File: config.mk
export PLATFORM = sky130hd
export DESIGN_NAME = alarm_ringer
export DESIGN_NICKNAME = d
export VERILOG_FILES = /design/src/rtl/alarm_ringer_pkg.sv /design/src/rtl/alarm_ringer_edge_rise.sv /design/src/rtl/alarm_ringer.sv
export SDC_FILE = /design/constraint.sdc
export NUM_CORES = 1
export LEC_CHECK = 0
export CORE_MARGIN = 3
export CORE_UTILIZATION = 40
export DETAILED_ROUTE_END_ITERATION = 8
export SLEW_MARGIN = 0
export SYNTH_ARGS = -nofsm -noshare
export SYNTH_HDL_FRONTEND = slang
export SYNTH_SLANG_ARGS = --single-unit
File: constraint.sdc
create_clock -name clk -period 2.7 [get_ports clk]
set_clock_uncertainty 0.05 [all_clocks]
set_input_delay 0.81 -clock clk [delete_from_list [all_inputs] [get_ports clk]]
set_output_delay 0.81 -clock clk [all_outputs]
set_load 0.02 [all_outputs]
File: src/rtl/alarm_ringer_pkg.sv
// Shared types and defaults for the alarm ringer.
// State encoding, default timing constants and the LED rotate helper.
package alarm_ringer_pkg;

    typedef enum logic [1:0] {
        IDLE   = 2'd0,
        RING   = 2'd1,
        SNOOZE = 2'd2
    } ring_state_e;

    localparam int RING_SEC_DEF   = 60;
    localparam int SNOOZE_SEC_DEF = 300;
    localparam int SNOOZE_MAX_DEF = 3;

    localparam logic [7:0] LED_INIT = 8'h01;

    function automatic logic [7:0] led_rotl(input logic [7:0] v);
        return {v[6:0], v[7]};
    endfunction

endpackage

File: src/rtl/alarm_ringer_edge_rise.sv
// One-bit rising-edge detector with async active-high reset.
// rise is high in the cycle the input is first seen high.
module edge_rise (
    input  logic clk,
    input  logic CR,
    input  logic d,
    output logic rise
);

    logic d_q;

    always_ff @(posedge clk or posedge CR) begin
        if (CR) begin
            d_q <= 1'b0;
        end else begin
            d_q <= d;
        end
    end

    assign rise = d & ~d_q;

endmodule

File: src/rtl/alarm_ringer.sv
// Alarm ringer: rings LEDs and buzzer on an alarm match,
// with stop, bounded snoozes and a bounded ring time.
module alarm_ringer
    import alarm_ringer_pkg::*;
#(
    parameter int RING_SEC   = RING_SEC_DEF,
    parameter int SNOOZE_SEC = SNOOZE_SEC_DEF,
    parameter int SNOOZE_MAX = SNOOZE_MAX_DEF,
    parameter int CNT_W      = 9
) (
    input  logic       clk,
    input  logic       CR,
    input  logic       tick_1hz,
    input  logic       active_alarm,
    input  logic       start_light_alarm,
    input  logic       stop_btn,
    input  logic       snooze_btn,
    output logic [7:0] alarm_led,
    output logic       buzzer,
    output logic       ringing,
    output logic       snoozing
);

    localparam int SC_W = (SNOOZE_MAX < 1) ? 1 : $clog2(SNOOZE_MAX + 1);

    localparam logic [CNT_W-1:0] RING_LAST = CNT_W'(RING_SEC - 1);
    localparam logic [CNT_W-1:0] SNZ_LAST  = CNT_W'(SNOOZE_SEC - 1);
    localparam logic [SC_W-1:0]  SNZ_MAX   = SC_W'(SNOOZE_MAX);

    logic start_rise;
    logic stop_rise;
    logic snooze_rise;

    edge_rise u_start_edge (
        .clk  (clk),
        .CR   (CR),
        .d    (start_light_alarm),
        .rise (start_rise)
    );

    edge_rise u_stop_edge (
        .clk  (clk),
        .CR   (CR),
        .d    (stop_btn),
        .rise (stop_rise)
    );

    edge_rise u_snooze_edge (
        .clk  (clk),
        .CR   (CR),
        .d    (snooze_btn),
        .rise (snooze_rise)
    );

    ring_state_e     state_q, state_d;
    logic [CNT_W-1:0] sec_cnt_q, sec_cnt_d;
    logic [SC_W-1:0]  snooze_cnt_q, snooze_cnt_d;
    logic [7:0]       led_q, led_d;
    logic             buzzer_q, buzzer_d;
    logic             ringing_q, ringing_d;
    logic             snoozing_q, snoozing_d;

    logic enter_idle;
    logic enter_ring;

    always_comb begin
        state_d      = state_q;
        sec_cnt_d    = sec_cnt_q;
        snooze_cnt_d = snooze_cnt_q;
        led_d        = led_q;
        buzzer_d     = buzzer_q;
        enter_idle   = 1'b0;
        enter_ring   = 1'b0;

        case (state_q)
            IDLE: begin
                if (start_rise && active_alarm) begin
                    enter_ring   = 1'b1;
                    snooze_cnt_d = '0;
                end
            end
            RING: begin
                if (!active_alarm || stop_rise) begin
                    enter_idle = 1'b1;
                end else if (snooze_rise) begin
                    if (snooze_cnt_q < SNZ_MAX) begin
                        state_d      = SNOOZE;
                        sec_cnt_d    = '0;
                        snooze_cnt_d = snooze_cnt_q + 1'b1;
                        led_d        = '0;
                        buzzer_d     = 1'b0;
                    end else begin
                        enter_idle = 1'b1;
                    end
                end else if (tick_1hz) begin
                    if (sec_cnt_q == RING_LAST) begin
                        enter_idle = 1'b1;
                    end else begin
                        sec_cnt_d = sec_cnt_q + 1'b1;
                        led_d     = led_rotl(led_q);
                        buzzer_d  = ~buzzer_q;
                    end
                end
            end
            SNOOZE: begin
                if (!active_alarm || stop_rise) begin
                    enter_idle = 1'b1;
                end else if (tick_1hz) begin
                    if (sec_cnt_q == SNZ_LAST) begin
                        enter_ring = 1'b1;
                    end else begin
                        sec_cnt_d = sec_cnt_q + 1'b1;
                    end
                end
            end
            default: begin
                enter_idle = 1'b1;
            end
        endcase

        // Entry actions shared by several transitions.
        if (enter_idle) begin
            state_d   = IDLE;
            sec_cnt_d = '0;
            led_d     = '0;
            buzzer_d  = 1'b0;
        end
        if (enter_ring) begin
            state_d   = RING;
            sec_cnt_d = '0;
            led_d     = LED_INIT;
            buzzer_d  = 1'b1;
        end

        ringing_d  = (state_d == RING);
        snoozing_d = (state_d == SNOOZE);
    end

    always_ff @(posedge clk or posedge CR) begin
        if (CR) begin
            state_q      <= IDLE;
            sec_cnt_q    <= '0;
            snooze_cnt_q <= '0;
            led_q        <= '0;
            buzzer_q     <= 1'b0;
            ringing_q    <= 1'b0;
            snoozing_q   <= 1'b0;
        end else begin
            state_q      <= state_d;
            sec_cnt_q    <= sec_cnt_d;
            snooze_cnt_q <= snooze_cnt_d;
            led_q        <= led_d;
            buzzer_q     <= buzzer_d;
            ringing_q    <= ringing_d;
            snoozing_q   <= snoozing_d;
        end
    end

    assign alarm_led = led_q;
    assign buzzer    = buzzer_q;
    assign ringing   = ringing_q;
    assign snoozing  = snoozing_q;

endmodule
---- Word level (Yosys, flattened, before mapping) ----
Cells that the tools add are included.
storage, ports and cells
  bits in registers ....................... 27
  bits in latches ......................... 0
  memory bits (writable) .................. 0
  memory bits (read-only) ................. 0
  input port bits ......................... 7
  output and inout bits ................... 11
  memories kept ........................... 0
cells by class
  add/subtract/negate cells ............... 2
  multiply operators ...................... 0
  div/mod/pow operators ................... 0
  $lt $le $gt $ge ......................... 1
  eq/ne operators ......................... 20
  shifts and indexed selects .............. 0
  mux-type cells .......................... 50
  bitwise operators ....................... 7
  reductions and logical operators ........ 11
operator list
  cell                                                                      number
  9-bit two-way mux                                                         10
  8-bit two-way mux                                                         8
  2-bit two-way mux                                                         10
  4-bit inequality test (second input constant)                             5
  1-bit two-way mux                                                         18
  9-bit one-hot mux with 2 select lines                                     1
  5-bit inequality test (second input constant)                             3
  5-bit AND reduction                                                       2
  9-bit by 1-bit adder with 9-bit output (second input constant)            1
  9-bit by 6-bit equality test with 1-bit output (second input constant)    1
  9-bit equality test (second input constant)                               1
  2-bit inequality test (second input constant)                             4
  8-bit AND reduction                                                       1
  4-bit nonzero test                                                        2
  2-bit by 1-bit equality test with 1-bit output (second input constant)    2
  2-bit equality test (second input constant)                               2
  4-bit by 1-bit inequality test with 1-bit output (second input constant)  1
  1-bit NOT                                                                 4
  2-bit one-hot mux with 2 select lines                                     1
  1-bit AND                                                                 3
  3-bit inequality test (second input constant)                             1
  1-bit one-hot mux with 3 select lines                                     1
  3-bit nonzero test                                                        1
  2-bit by 1-bit adder with 2-bit output (second input constant)            1
  7 further kinds                                                           7

---- Depth between registers and ports, before layout ----
Gate-level depths: netlist of the first run.
  depth in word-level cells ............... 9
  depth in mapped cells ................... 9
  mapped depth without buffers ............ 8

---- Modules after synthesis ----
A second synthesis of the first run with hierarchy kept.
second synthesis, totals
  cells, all modules ...................... 166
  area, all modules ....................... 1592.8 sq um
modules (own cells, without submodules)
  module        instances  cells an instance  area an instance (sq um)  sequential area each (sq um)
  alarm_ringer  1          157                1465.2                    600.6
  edge_rise     3          3                  42.5                      25.0

---- Worst setup path before layout of the first run ----
Ideal clock, no wire load.
  path type ............................... in2reg
  start point ............................. input port snooze_btn
  end point ............................... register sec_cnt_q[5]
  data arrival time ....................... 2025 ps
  required time ........................... 2568 ps
  setup slack ............................. 543 ps
  stages on the path ...................... 7
  path through ............................ nand2b_1 and3_1 a2111oi_2 and2_4 buf_6 nand3b_1 a31oi_1
between the ends
  cells in the longest elaborated chain, start to end .. 6
  elaborated cells between the ends (all ways) .. 18
RTL lines
  what                                                                                                   line                          source
  from (decl)                                                                                            alarm_ringer.sv:17            input logic snooze_btn,
  1-bit AND *                                                                                            alarm_ringer_edge_rise.sv:20  assign rise = d & ~d_q;
  1-bit two-way mux / 9-bit two-way mux (equally long branches)                                          alarm_ringer.sv:85            end else if (snooze_rise) begin
  1-bit two-way mux / 9-bit two-way mux (equally long branches)                                          alarm_ringer.sv:83            if (!active_alarm || stop_rise) begin
  1-bit one-hot mux with 3 select lines / 9-bit one-hot mux with 2 select lines (equally long branches)  alarm_ringer.sv:75            case (state_q)
  5-bit inequality test (no source line) (tied with other cells)                                         --
  8-bit AND reduction (no source line) / 9-bit two-way mux (equally long branches)                       --
  to (signal assigned)                                                                                   alarm_ringer.sv:150           sec_cnt_q <= sec_cnt_d;
  to (decl)                                                                                              alarm_ringer.sv:56            logic [CNT_W-1:0] sec_cnt_q, sec_cnt_d;
Mark *: on every way between the ends. The rest lies on a longest branch, timed or not. The select of a mux whose other input is x is not followed.
A chain may end at the register's enable or synchronous reset.

---- Worst setup path after layout of the first run ----
  start point ............................. input port snooze_btn
  end point ............................... register sec_cnt_q[7]
Same word-level chain as after synthesis.

==> results.ini, run 1 <==
[outcome]
outcome=finished, final reports clean

[layout]
synthToLayoutAreaGrowth_pct=20.1
multi_input_area_um2=774
fill_cells=320
antenna_cells=0
layout_common_cells=27 x dfrtp_1, 17 x clkdlybuf4s50_1, 14 x a21oi_1, 13 x nand3_1, 12 x nand2_1
nNetsFinal=198
seq_area_um2=676
drive_gt1_share_pct=12.5
final_common_cell=dfrtp_1

[floorplan]
die_y_um=67.7
die_width_um=67.7
boundaryPins=18
die-area_um2=4580
row_count=21
coreArea_um2=3490
start_util_pct=43.5

[worst_setup_path]
cp.depth=7
slowest_delay_ps=470
ff2ff_path_depth=7
criticalPathCategory=in -> reg
cp-end-kind=flop
crit_chain=clkdlybuf4s50_1 -> nand2b_1 -> and3_1 -> a2111oi_2 -> nand2_1 -> a21o_1 -> o221ai_1
crit_fanout=7
critPathArrivalTime_ps=2590
cp.required_ps=2840
crit_path_start_kind=input port
crit_family=compound AO/OA/AOI/OAI gates
crit_buf_inv=1
critPathSlowestCell=clkdlybuf4s50_1

[yosys]
syn_inst=159
seq_area_frac_synth_pct=44.4
synth_top_area_cell=dfrtp_1
ys_ff_latch=27
synth_top_cell_area_share_pct=44.4
yosys.cell_types.count=39
syn_nets=172
synth_area_leaders=dfrtp_1 44%, ha_1 4.9%, a21oi_1 4.6%
yosysWarnings=0
synthesis.area_um2=1520
synth.avg_cell_area_um2=9.56

[run]
maxCapViolations=0

[routing]
num_vias=1271
wl_mm=3.10
drc=0
wire_per_inst_um=13.5
vias_per_cell=5.53
drt_first_pass_iters=4
ant_nets=0
first_iter_violations=65

[timing]
final_hold_viol_count=0
slew_violations=0
worst_slew_pin_slew_ps=347
finalCritPeriodShare_pct=90.8
finalSetupViolCount=0
fin_setup_tns_ps=0
fmax_mhz=408
rsz0062_at_grt=no
slew_headroom_pct=76.9
post-route-min-period_ps=2450
hold_ws_ps=472

[clocking]
clk_path_buf_depth=2
cts_num_sinks=27
clkTransAtPathRegs_ps=90
cts_tree=yes
numCtsBuffers=3
htree_levels=1
worstSkewPairLatency_ps=270
cts_root_buffer=clkbuf_8
ctsResizeCount=0
cts_setup_buffers=0
cts_hold_buf=0

[power_and_ir_drop]
power_density_nw_per_um2=744
ir_drop_v=0.000318
p_leak_nw=0.779

[placed_design]
dp_hpwl_mm=2.38
placement.io_buffers=17
place.gp.congestion=0.820

[grt]
grt_pass1_vias=1222
grt-ovfl-total=0
grt_usage_pct=15.2
antenna_found_initial=0
grt_pass1_wl_mm=5.34
grt_max_degree=28

[min_path]
hold_depth=2
min_path_type=reg -> reg

-- routing by layer --
layer  global-route usage [%]  routed length, um  vias up
li1                         -                  -      627
met1                     19.1               1480      617
met2                     26.4               1480       22
met3                     2.00                 99        5
met4                     5.32                 37        0
met5                        0                  0        -
-- metrics by stage --
stage               cells  setup WS (ps)  cell area [um2]  total power, mW  utilization (%)
finish                230            249             1830             1.36             52.2
global route          230           94.4             1830             1.46             52.2
CTS                   230            239             1830             1.37             52.2
detailed placement    226          -52.4             1780             1.14             50.9
global placement      226           22.1             1780             1.13             50.9
floorplan             159            543             1520            0.970                -
-- cells by family after synthesis --
| group | synth area share [%] |
|---|---|
| compound gates | 18.4 |
| simple gates | 25.7 |
| flops | 44.4 |
| mux | 1.40 |
| fa+ha+maj | 4.94 |
| xor+xnor | 0.576 |
| buf+inv | 4.61 |
-- synth_stat cells (all sizes together) --
master,number
o22ai,1
a211oi,1
o21a,1
nand2b,9
nor2b,3
or3,2
or2,2
nor2,9
nand4b,2
mux2i,1
a31oi,8
buf,4
mux2,1
and2,1
nand3,13
a21oi,14
ha,6
a21o,1
o21ai,8
nand2,12
dfrtp,27
nand3b,5
o211a,1
o221ai,2
and3,5
or4b,1
nor3,1
nor4,1
nand4bb,1
clkbuf,1
xnor2,1
a21boi,1
a22oi,1
a2111o,1
a2111oi,1
o211ai,1
inv,9
-- worst register-to-register path: cells and delay by family, from the launching register on --
| family | cells | cell delay, ps |
|---|---|---|
| simple gates | 5 | 1290 |
| buf+inv | 1 | 170 |
| flops | 1 | 440 |
| compound gates | 1 | 120 |
-- area by class of cell --
cell class | count | area share (%)
well taps | 46 | 3.15
inverters | 9 | 1.85
clock buffers | 3 | 2.26
repair buffers | 26 | 13.0
multi-input cells | 118 | 42.4
clock inverters | 1 | 0.274
flip-flops and latches | 27 | 37.0
-- sequential cells by signal, summed over array words and instances, names as in the netlist --
name and flops:
alarm_led 8, u_snooze_edge.d_q 1, snooze_cnt_q 2, u_stop_edge.d_q 1
buzzer 1, ringing 1, snoozing 1, u_start_edge.d_q 1
sec_cnt_q 9, state_q 2
-- path summary, 6_finish.rpt --
kind                                   endpoint  slack [ps]            start
max in group asynchronous               ringing        1500               CR
worst min register to register  snooze_cnt_q[1]         470  snooze_cnt_q[1]
worst max-delay path               sec_cnt_q[7]         250       snooze_btn
worst min-delay path            snooze_cnt_q[1]         470  snooze_cnt_q[1]
min in group asynchronous          alarm_led[3]         840               CR
worst max register to register     sec_cnt_q[7]         520     sec_cnt_q[6]
-- where the power goes --
part	internal [mW]	total (mW)	switching, mW
logic	0.253	0.602	0.349
registers	0.472	0.528	0.0555
clock network	0.103	0.229	0.125
total	0.829	1.36	0.529
(Power assumes the default switching activity.)
==> inputs of run 2 (changes only) <==
--- a/config.mk
+++ b/config.mk
@@ -7,6 +7,7 @@
 export LEC_CHECK = 0
 export CORE_MARGIN = 3
 export CORE_UTILIZATION = 40
+export CTS_CLUSTER_SIZE = 8
 export DETAILED_ROUTE_END_ITERATION = 8
 export SLEW_MARGIN = 0
 export SYNTH_ARGS = -nofsm -noshare
==> constraint.sdc (replaced) <==
create_clock -name clk -period 3.1 [get_ports clk]
set_clock_uncertainty 0.05 [all_clocks]
set_input_delay 0.93 -clock clk [delete_from_list [all_inputs] [get_ports clk]]
set_output_delay 0.93 -clock clk [all_outputs]
set_load 0.02 [all_outputs]
==> run 2 against run 1 <==
Register-to-register slack better by 400 ps. Highest routed layer unchanged. Critical path type unchanged. Largest power group unchanged. Final area fell by 1.5%. Largest cell class unchanged. Combinational power decreased by 13%.
==> results.ini, run 2 (synthesis results as in run 1) <==
[worst_setup_path]
critPathSlowestCell=clkdlybuf4s50_1
crit_path_start_kind=input port
crit_family=compound AO/OA/AOI/OAI gates
crit_fanout=7
cp.required_ps=3240
cp-end-kind=flop
reg2reg_slack_ps=920
slowest_delay_ps=490
critPathArrivalTime_ps=2840
crit_chain=clkdlybuf4s50_1 -> nand2b_1 -> and3_1 -> a2111oi_2 -> nand2_1 -> a21o_1 -> o221ai_1
criticalPathCategory=in -> reg
crit_buf_inv=1

[timing]
rsz0062_at_grt=no
finalCritPeriodShare_pct=87.0
fin_setup_tns_ps=0
finalSetupViolCount=0
finalWorstSetupSlack_ps=404
slew_headroom_pct=74.1
final_hold_viol_count=0
worst_slew_pin_slew_ps=387
fmax_mhz=371
post-route-min-period_ps=2700
slew_violations=0

[routing]
num_vias=1200
drt_first_pass_iters=4
wire_per_inst_um=13.8
wl_mm=3.13
vias_per_cell=5.31
first_iter_violations=31
ant_nets=0
drc=0

[placed_design]
placement.io_buffers=17
dpl_cell_area_um2=1750
pre_cts_ws_ps=110
place_inst=222
place.gp.congestion=0.817
dp_hpwl_mm=2.38

[clocking]
ctsResizeCount=0
cts_hold_buf=0
worstSkewPairLatency_ps=270
htree_levels=1
numCtsBuffers=3
cts_tree=yes
cts_num_sinks=27
clkTransAtPathRegs_ps=90
cts_root_buffer=clkbuf_8
cts_setup_buffers=0
clk_path_buf_depth=2

[grt]
grt_max_degree=28
grt-ovfl-total=0
grt_pass1_vias=1148
grt_pass1_wl_mm=5.43
antenna_found_initial=0
grt_usage_pct=15.9

[layout]
synthToLayoutAreaGrowth_pct=18.3
finalInstanceArea_um2=1800
regMostFlops=sec_cnt_q
largest_reg_flops=9
layout_common_cells=27 x dfrtp_1, 17 x clkdlybuf4s50_1, 14 x a21oi_1, 13 x nand3_1, 12 x nand2_1
final_cells=226
nNetsFinal=194
antenna_cells=0
final_common_cell=dfrtp_1
drive_gt1_share_pct=10.6

[power_and_ir_drop]
power_density_nw_per_um2=662
p_leak_nw=0.756
ir_drop_v=0.000305

[floorplan]
die_width_um=67.7
row_count=21
coreArea_um2=3490
die_y_um=67.7
die-area_um2=4580
start_util_pct=43.5
boundaryPins=18

[min_path]
min_path_type=reg -> reg

[outcome]
outcome=finished, final reports clean

[run]
maxCapViolations=0

[run 2: cell count changes in the layout (fill, tap and decap cells not counted)]
cell        delta
buf_4          -4
clkinv_2       -1
clkinvlp_4     +1
[run 2: through the flow]
stage	hold WS, ps	utilization (%)	power (mW)
CTS	485	51.5	1.20
detailed placement	464	50.1	0.993
finish	482	51.5	1.19
global route	524	51.5	1.29
floorplan	423	-	0.845
global placement	443	50.1	0.977
[run 2: metal layers]
metal	up-vias	routed length, um	track usage [%]
met4	0	43	5.32
li1	616	-	-
met1	557	1530	20.4
met3	5	96	3.00
met5	-	0	0
met2	22	1470	26.5
[run 2: worst paths after layout]
| check | from | end | depth (start not counted) |
|---|---|---|---|
| max | snooze_btn | sec_cnt_q[7] | 7 |
| min | snooze_cnt_q[1] | snooze_cnt_q[1] | 2 |
| max reg2reg | sec_cnt_q[2] | sec_cnt_q[7] | 6 |
| min reg2reg | snooze_cnt_q[1] | snooze_cnt_q[1] | 2 |
| max in group asynchronous | CR | state_q[1] | 3 |
| min in group asynchronous | CR | alarm_led[5] | 3 |
[run 2: cell type report]
type | instances | area, um2
fill | 334 | 1700
clock buffer | 3 | 41.3
sequential | 27 | 676
clock inverter | 1 | 7.51
inverter | 9 | 33.8
timing repair buffer | 22 | 208
multi-input combinational | 118 | 774
tap | 46 | 57.6
[run 2: report_power, final]
group / total [mW] / leakage, nW / switching, mW / internal [mW]
sequential: 0.461 / 0.360 / 0.0500 / 0.411
combinational: 0.524 / 0.374 / 0.308 / 0.216
clock: 0.205 / 0.0217 / 0.114 / 0.0914
total: 1.19 / 0.756 / 0.471 / 0.719
[run 2: tightest hold or removal path, stage by stage (launching register included)]
cell and delay (ps):
dfrtp_1 380, nand2_1 50, o21ai_0 60
